--- config.mk ---
export PLATFORM = sky130hd
export DESIGN_NAME = regfile_wb_arbiter
export DESIGN_NICKNAME = d
export VERILOG_FILES = /design/src/rtl/regfile_wb_arbiter.sv
export SDC_FILE = /design/constraint.sdc
export NUM_CORES = 1
export LEC_CHECK = 0
export CAP_MARGIN = 10
export CORE_MARGIN = 2
export CORE_UTILIZATION = 40
export DETAILED_ROUTE_END_ITERATION = 16
export SETUP_SLACK_MARGIN = 0.2
export SLEW_MARGIN = 20
export SYNTH_ARGS = -nofsm -noshare
export SYNTH_HDL_FRONTEND = slang
export SYNTH_SLANG_ARGS = --single-unit
--- constraint.sdc ---
create_clock -name clk -period 2.55 [get_ports clk]
set_input_delay 0.3825 -clock clk [delete_from_list [all_inputs] [get_ports clk]]
set_output_delay 0.3825 -clock clk [all_outputs]
set_load 0.02 [all_outputs]
--- src/rtl/regfile_wb_arbiter.sv ---
// rtl/regfile_wb_arbiter.sv - two-requester writeback arbiter for the register-file write port (optional macro RF_FWD_EN)
module regfile_wb_arbiter #(
    parameter int DATA_W = 32,
    parameter int ADDR_W = 5,
    parameter int DEPTH  = 2
) (
    input  logic              clk,
    input  logic              rst_n,
    input  logic              a_valid,
    output logic              a_ready,
    input  logic [0:ADDR_W-1] a_addr,
    input  logic [0:DATA_W-1] a_data,
    input  logic              m_valid,
    output logic              m_ready,
    input  logic [0:ADDR_W-1] m_addr,
    input  logic [0:DATA_W-1] m_data,
    output logic              rf_we,
    output logic [0:ADDR_W-1] rf_wr,
    output logic [0:DATA_W-1] rf_wd,
    output logic              busy
`ifdef RF_FWD_EN
    ,
    input  logic [0:ADDR_W-1] rd_addr1,
    input  logic [0:ADDR_W-1] rd_addr2,
    output logic              fwd_hit1,
    output logic              fwd_hit2,
    output logic [0:DATA_W-1] fwd_data1,
    output logic [0:DATA_W-1] fwd_data2
`endif
);

    localparam int PW = $clog2(DEPTH);

    typedef enum logic {
        RR_A = 1'b0,
        RR_M = 1'b1
    } rr_e;

    logic [0:ADDR_W-1] a_mem_addr_q [DEPTH];
    logic [0:DATA_W-1] a_mem_data_q [DEPTH];
    logic [0:ADDR_W-1] m_mem_addr_q [DEPTH];
    logic [0:DATA_W-1] m_mem_data_q [DEPTH];

    logic [PW:0] a_wp_q, a_wp_d, a_rp_q, a_rp_d;
    logic [PW:0] m_wp_q, m_wp_d, m_rp_q, m_rp_d;
    rr_e         rr_q, rr_d;

    logic              rf_we_q, rf_we_d;
    logic [0:ADDR_W-1] rf_wr_q, rf_wr_d;
    logic [0:DATA_W-1] rf_wd_q, rf_wd_d;

    logic a_full, a_empty, m_full, m_empty;
    logic a_push, m_push, grant_a, grant_m;
    logic [0:ADDR_W-1] pop_addr;
    logic [0:DATA_W-1] pop_data;

    // Full when indices match but wrap bits differ; empty when pointers are equal.
    assign a_full  = (a_wp_q[PW-1:0] == a_rp_q[PW-1:0]) && (a_wp_q[PW] != a_rp_q[PW]);
    assign m_full  = (m_wp_q[PW-1:0] == m_rp_q[PW-1:0]) && (m_wp_q[PW] != m_rp_q[PW]);
    assign a_empty = (a_wp_q == a_rp_q);
    assign m_empty = (m_wp_q == m_rp_q);

    // Ready comes from registered state only, so a full FIFO refuses even when popped.
    assign a_ready = !a_full;
    assign m_ready = !m_full;
    assign a_push  = a_valid && !a_full;
    assign m_push  = m_valid && !m_full;

    // Round-robin grant, pointer advance and next write-port values.
    always_comb begin
        grant_a  = 1'b0;
        grant_m  = 1'b0;
        rr_d     = rr_q;
        pop_addr = a_mem_addr_q[a_rp_q[PW-1:0]];
        pop_data = a_mem_data_q[a_rp_q[PW-1:0]];
        if (!a_empty && !m_empty) begin
            if (rr_q == RR_M) begin
                grant_a = 1'b1;
                rr_d    = RR_A;
            end else begin
                grant_m = 1'b1;
                rr_d    = RR_M;
            end
        end else if (!a_empty) begin
            grant_a = 1'b1;
        end else if (!m_empty) begin
            grant_m = 1'b1;
        end
        if (grant_m) begin
            pop_addr = m_mem_addr_q[m_rp_q[PW-1:0]];
            pop_data = m_mem_data_q[m_rp_q[PW-1:0]];
        end
        a_wp_d = a_wp_q + (PW+1)'(a_push);
        m_wp_d = m_wp_q + (PW+1)'(m_push);
        a_rp_d = a_rp_q + (PW+1)'(grant_a);
        m_rp_d = m_rp_q + (PW+1)'(grant_m);
        // Writes to register 0 consume the grant but never reach the port.
        rf_we_d = (grant_a || grant_m) && (pop_addr != '0);
        rf_wr_d = rf_we_d ? pop_addr : rf_wr_q;
        rf_wd_d = rf_we_d ? pop_data : rf_wd_q;
    end

    // FIFO payload storage; contents need no reset because pointers gate them.
    always_ff @(posedge clk) begin
        if (a_push) begin
            a_mem_addr_q[a_wp_q[PW-1:0]] <= a_addr;
            a_mem_data_q[a_wp_q[PW-1:0]] <= a_data;
        end
        if (m_push) begin
            m_mem_addr_q[m_wp_q[PW-1:0]] <= m_addr;
            m_mem_data_q[m_wp_q[PW-1:0]] <= m_data;
        end
    end

    // Control state and registered write port; reset discards all pending entries.
    always_ff @(posedge clk or negedge rst_n) begin
        if (!rst_n) begin
            a_wp_q  <= '0;
            a_rp_q  <= '0;
            m_wp_q  <= '0;
            m_rp_q  <= '0;
            rr_q    <= RR_M;
            rf_we_q <= 1'b0;
            rf_wr_q <= '0;
            rf_wd_q <= '0;
        end else begin
            a_wp_q  <= a_wp_d;
            a_rp_q  <= a_rp_d;
            m_wp_q  <= m_wp_d;
            m_rp_q  <= m_rp_d;
            rr_q    <= rr_d;
            rf_we_q <= rf_we_d;
            rf_wr_q <= rf_wr_d;
            rf_wd_q <= rf_wd_d;
        end
    end

    assign rf_we = rf_we_q;
    assign rf_wr = rf_wr_q;
    assign rf_wd = rf_wd_q;
    assign busy  = !a_empty || !m_empty || rf_we_q;

`ifdef RF_FWD_EN
    // Bypass the write currently on the port to the decode-stage read addresses.
    assign fwd_hit1  = rf_we_q && (rf_wr_q == rd_addr1) && (rd_addr1 != '0);
    assign fwd_hit2  = rf_we_q && (rf_wr_q == rd_addr2) && (rd_addr2 != '0);
    assign fwd_data1 = fwd_hit1 ? rf_wd_q : '0;
    assign fwd_data2 = fwd_hit2 ? rf_wd_q : '0;
`endif

endmodule

==> results by group <==
Die
  – Full die area: 21700 sq um
  – Core area: 20200 sq um
  – Ports: approximately 120
  – Die X-Extent: about 150 um
  – Initial Util: 40.7%
  – Row count: 52
  – Die Y: 147 um

Timing
  – Period utilisation layout: 86.4%
  – Max Clk Rate: ~450 MHz
  – Final Hold Fails: 0
  – Layout Skew: 0.00810 ns
  – Crit path time final: between 2 and 2.5 ns
  – Setup_tns: 0 ns
  – Setup violators final: 0
  – Final Slew Violations: 0
  – Min Hold Slack: 0.462 ns
  – Least-Margin Pin Slew: 0.870 ns
  – Final setup margin: around 0.35 ns
  – RSZ-0062 raised after global routing: no
  – Max-slew headroom: 42.0%

Drt
  – DR iter-0 viols: 319
  – DR DRC count: 0
  – Final wirelength: 17.3 mm
  – Post-DRT Antenna Nets: 0
  – Via-per-instance ratio: 5.11
  – Via count: 4667
  – Routed wire per std cell: 18.9 um
  – DR pass1 iterations: 4

Final layout
  – Share of post-route cells with drive strength above 1: 26.6%
  – Register Area: approximately 5600 sq um
  – Multi-input gate area: approximately 2300 sq um
  – Filler cells: between 1500 and 2000
  – Post-synthesis to final-layout area growth: 26.0%
  – Most frequent cells in the layout: 148 x edfxtp_1, 115 x clkdlybuf4s50_1, 71 x mux2_2
  – Antenna diodes: 0
  – Commonest non-fill, non-tap cell in the layout: edfxtp_1
  – Layout net count: approximately 720

Worst setup path
  – Largest fanout on the critical path: 6
  – Crit. End Element: output port
  – Kind of critical path: reg2out
  – Slowest CP cell: clkdlybuf4s50_1
  – Slowest stage delay, CP: 0.57 ns
  – Worst path cell trace: xnor2_2 > nand2_1 > clkdlybuf4s50_1
  – Family with the most delay on the worst path: buffers and inverters
  – Startpoint Class: register
  – Data arrival, critical path: 1.82 ns
  – Crit path required time: about 2.2 ns
  – Crit path buf inv count: 1

Status
  – Run status: finished, final reports clean

Placed design
  – Hpwl dp: approximately 12 mm
  – GPL Wtd Cong: 0.818
  – Count of input and output buffers: 118
  – DP Worst Slack: 0.294 ns

Logic synthesis
  – Yosys warning total: 0
  – Count of cell types in the netlist: 36
  – Post-synth EDFFs: 148
  – Syn Area/Cell: between 15 and 20 sq um
  – Post-synthesis sequential element count: between 150 and 200
  – Top FF cell, synth: edfxtp_1
  – Syn nets: 596
  – Mapped Cells: 512
  – Post-Syn Area: 8210 sq um
  – Asr flop ratio synth: between 20% and 30%
  – Seq/Total Area, Yosys: approximately two thirds

Clock tree
  – Worst-Skew Late Latency: 0.43 ns
  – CTS Buf Count: 17
  – CTS tree: yes
  – Clk slew on worst S/H paths: 0.07 ns
  – CTS root buf: clkbuf_16
  – Clock net sink count: 195
  – Postcts setup bufs: 0
  – H-tree levels: 4
  – Clock Path Buffers: 2

Pwr
  – Max IR drop VDD: roughly 930 uV
  – Leakage: 3.65 nW
  – Sw Share: between 30% and 40%
  – Seq pwr share: 34.0%
  – Pwr dens: 1500 nW/um^2
  – Psw: 5.98 mW
  – Part of the power in the clock network: 16.8%
  – Logic pwr share: 49.2%
  – Pint: 9.52 mW

Global routing
  – Global route overflow: 0
  – Initial antenna violation count: 0
  – First-pass GRT wire length: roughly 27 mm
  – Vias in the first global route: 4738
  – Largest net degree at the start of global routing: 39
  – Tot GR Track Use: 16.3%

Hold path
  – Hold WC Path Type: in2async

Run
  – Max-Cap Viols: 0
[registers in the layout, summed over array words and instances (netlist names)]
signal	count
m_mem_data_q	64
m_rp_q	2
rf_wr	5
m_wp_q	2
rr_q	1
a_mem_addr_q	10
m_mem_addr_q	10
a_wp_q	2
rf_wd	32
a_rp_q	2
a_mem_data_q	64
rf_we	1
[cells in the mapped netlist (2+ instances only)]
| cell type | count | area, sq um |
|---|---|---|
| inv_1 | 42 | 158 |
| or4_4 | 2 | 22.5 |
| and2_1 | 2 | 12.5 |
| a311oi_1 | 5 | 43.8 |
| ha_1 | 6 | 75.1 |
| buf_6 | 6 | 67.6 |
| buf_2 | 11 | 55.1 |
| xor2_1 | 8 | 70.1 |
| xnor2_1 | 3 | 26.3 |
| nor2_1 | 7 | 26.3 |
| nand2_1 | 3 | 11.3 |
| a21oi_1 | 2 | 10.0 |
| dfrtp_1 | 46 | 1150 |
| a311oi_2 | 30 | 450 |
| o32ai_4 | 2 | 55.1 |
| nand3_1 | 2 | 10.0 |
| clkbuf_1 | 18 | 67.6 |
| nor3_1 | 3 | 15.0 |
| edfxtp_1 | 148 | 4440 |
| or4_1 | 2 | 15.0 |
| or3_1 | 3 | 18.8 |
| nand2b_1 | 2 | 12.5 |
| mux2i_1 | 4 | 40.0 |
| mux2_2 | 71 | 800 |
| nor4_1 | 70 | 438 |
| o21ai_0 | 2 | 10.0 |
| buf_4 | 2 | 15.0 |
| buf_1 | 2 | 7.51 |
[power by group through the flow]
stage	Sequential [mW]	Clock [mW]	Combinational, mW
after detailed placement	5.32	0	7.64
after CTS	5.28	2.66	7.68
after global routing	5.38	2.78	8.26
after floorplan	5.55	0	5.17
final	5.27	2.61	7.62
after global placement	5.28	0	7.48
[final cells by class]
| class | instances | area share, % |
|---|---|---|
| Multi-Input combinational cell | 236 | 21.9 |
| Timing Repair Buffer | 139 | 13.4 |
| Clock inverter | 15 | 1.51 |
| Tap cell | 270 | 3.26 |
| Clock buffer | 17 | 4.11 |
| Sequential cell | 195 | 54.3 |
| Inverter | 42 | 1.52 |
[metrics by stage]
stage / instance area, sq um / total power [mW] / utilization, % / std cells
after floorplan: 8220 / 10.7 / - / 512
after global routing: 10400 / 16.4 / 51.3 / 914
after CTS: 10400 / 15.6 / 51.3 / 914
after detailed placement: 9740 / 13.0 / 48.3 / 881
final: 10400 / 15.5 / 51.3 / 914
after global placement: 9740 / 12.8 / 48.3 / 881
[per-layer routing]
metal / GRT usage [%] / share of wire, % / wire length, um / vias up
li1: - / - / - / 2240
met1: 23.9 / 49 / 8470 / 2290
met2: 24.6 / 45 / 7860 / 120
met3: 2.92 / 3.8 / 659 / 17
met4: 5.87 / 1.6 / 283 / 0
met5: 0 / 0 / 0 / -
[worst register-to-register path, stage by stage, from the launching register on]
cell	delay, ns
dfrtp_2	0.48
buf_4	0.31
nand2b_1	0.18
o32ai_4	0.10
or3_2	0.43
buf_4	0.25
a311oi_1	0.32
[cell families after synthesis]
| logic type | count (synthesis) | share of synthesized area (%) |
|---|---|---|
| xor gates and xnor gates | 11 | 1.17 |
| muxes | 75 | 10.2 |
| AOI/OAI and AO/OA | 46 | 7.49 |
| adders and majority gates | 6 | 0.914 |
| and+or+nand+nor | 98 | 7.25 |
| DFF | 195 | 68.4 |
| buffers and inverters | 81 | 4.51 |
[path summary, 6_finish.rpt]
kind | slack [ns] | from | end | cells after the start
worst min-delay path | 0.46 | rst_n | rf_wd[31] | 2
worst max-delay path | 0.35 | m_rp_q[0] | m_ready | 3
worst min register to register | 0.53 | a_wp_q[1] | a_wp_q[1] | 1
min in group clk | 0.53 | a_wp_q[1] | a_wp_q[1] | 1
worst max register to register | 0.38 | m_rp_q[0] | rf_wd[12] | 6
max in group asynchronous | 1.39 | rst_n | rr_q | 3
[timing repair]
| item | 4_1_cts | 5_1_grt |
|---|---|---|
| endpoints found under the setup margin | 3 | 1 |
| endpoints found under the hold margin | 20 | 0 |
| resized for setup | 4 | 1 |
| hold buffers | 1 | 0 |
Power figures use the tool's default switching activity.
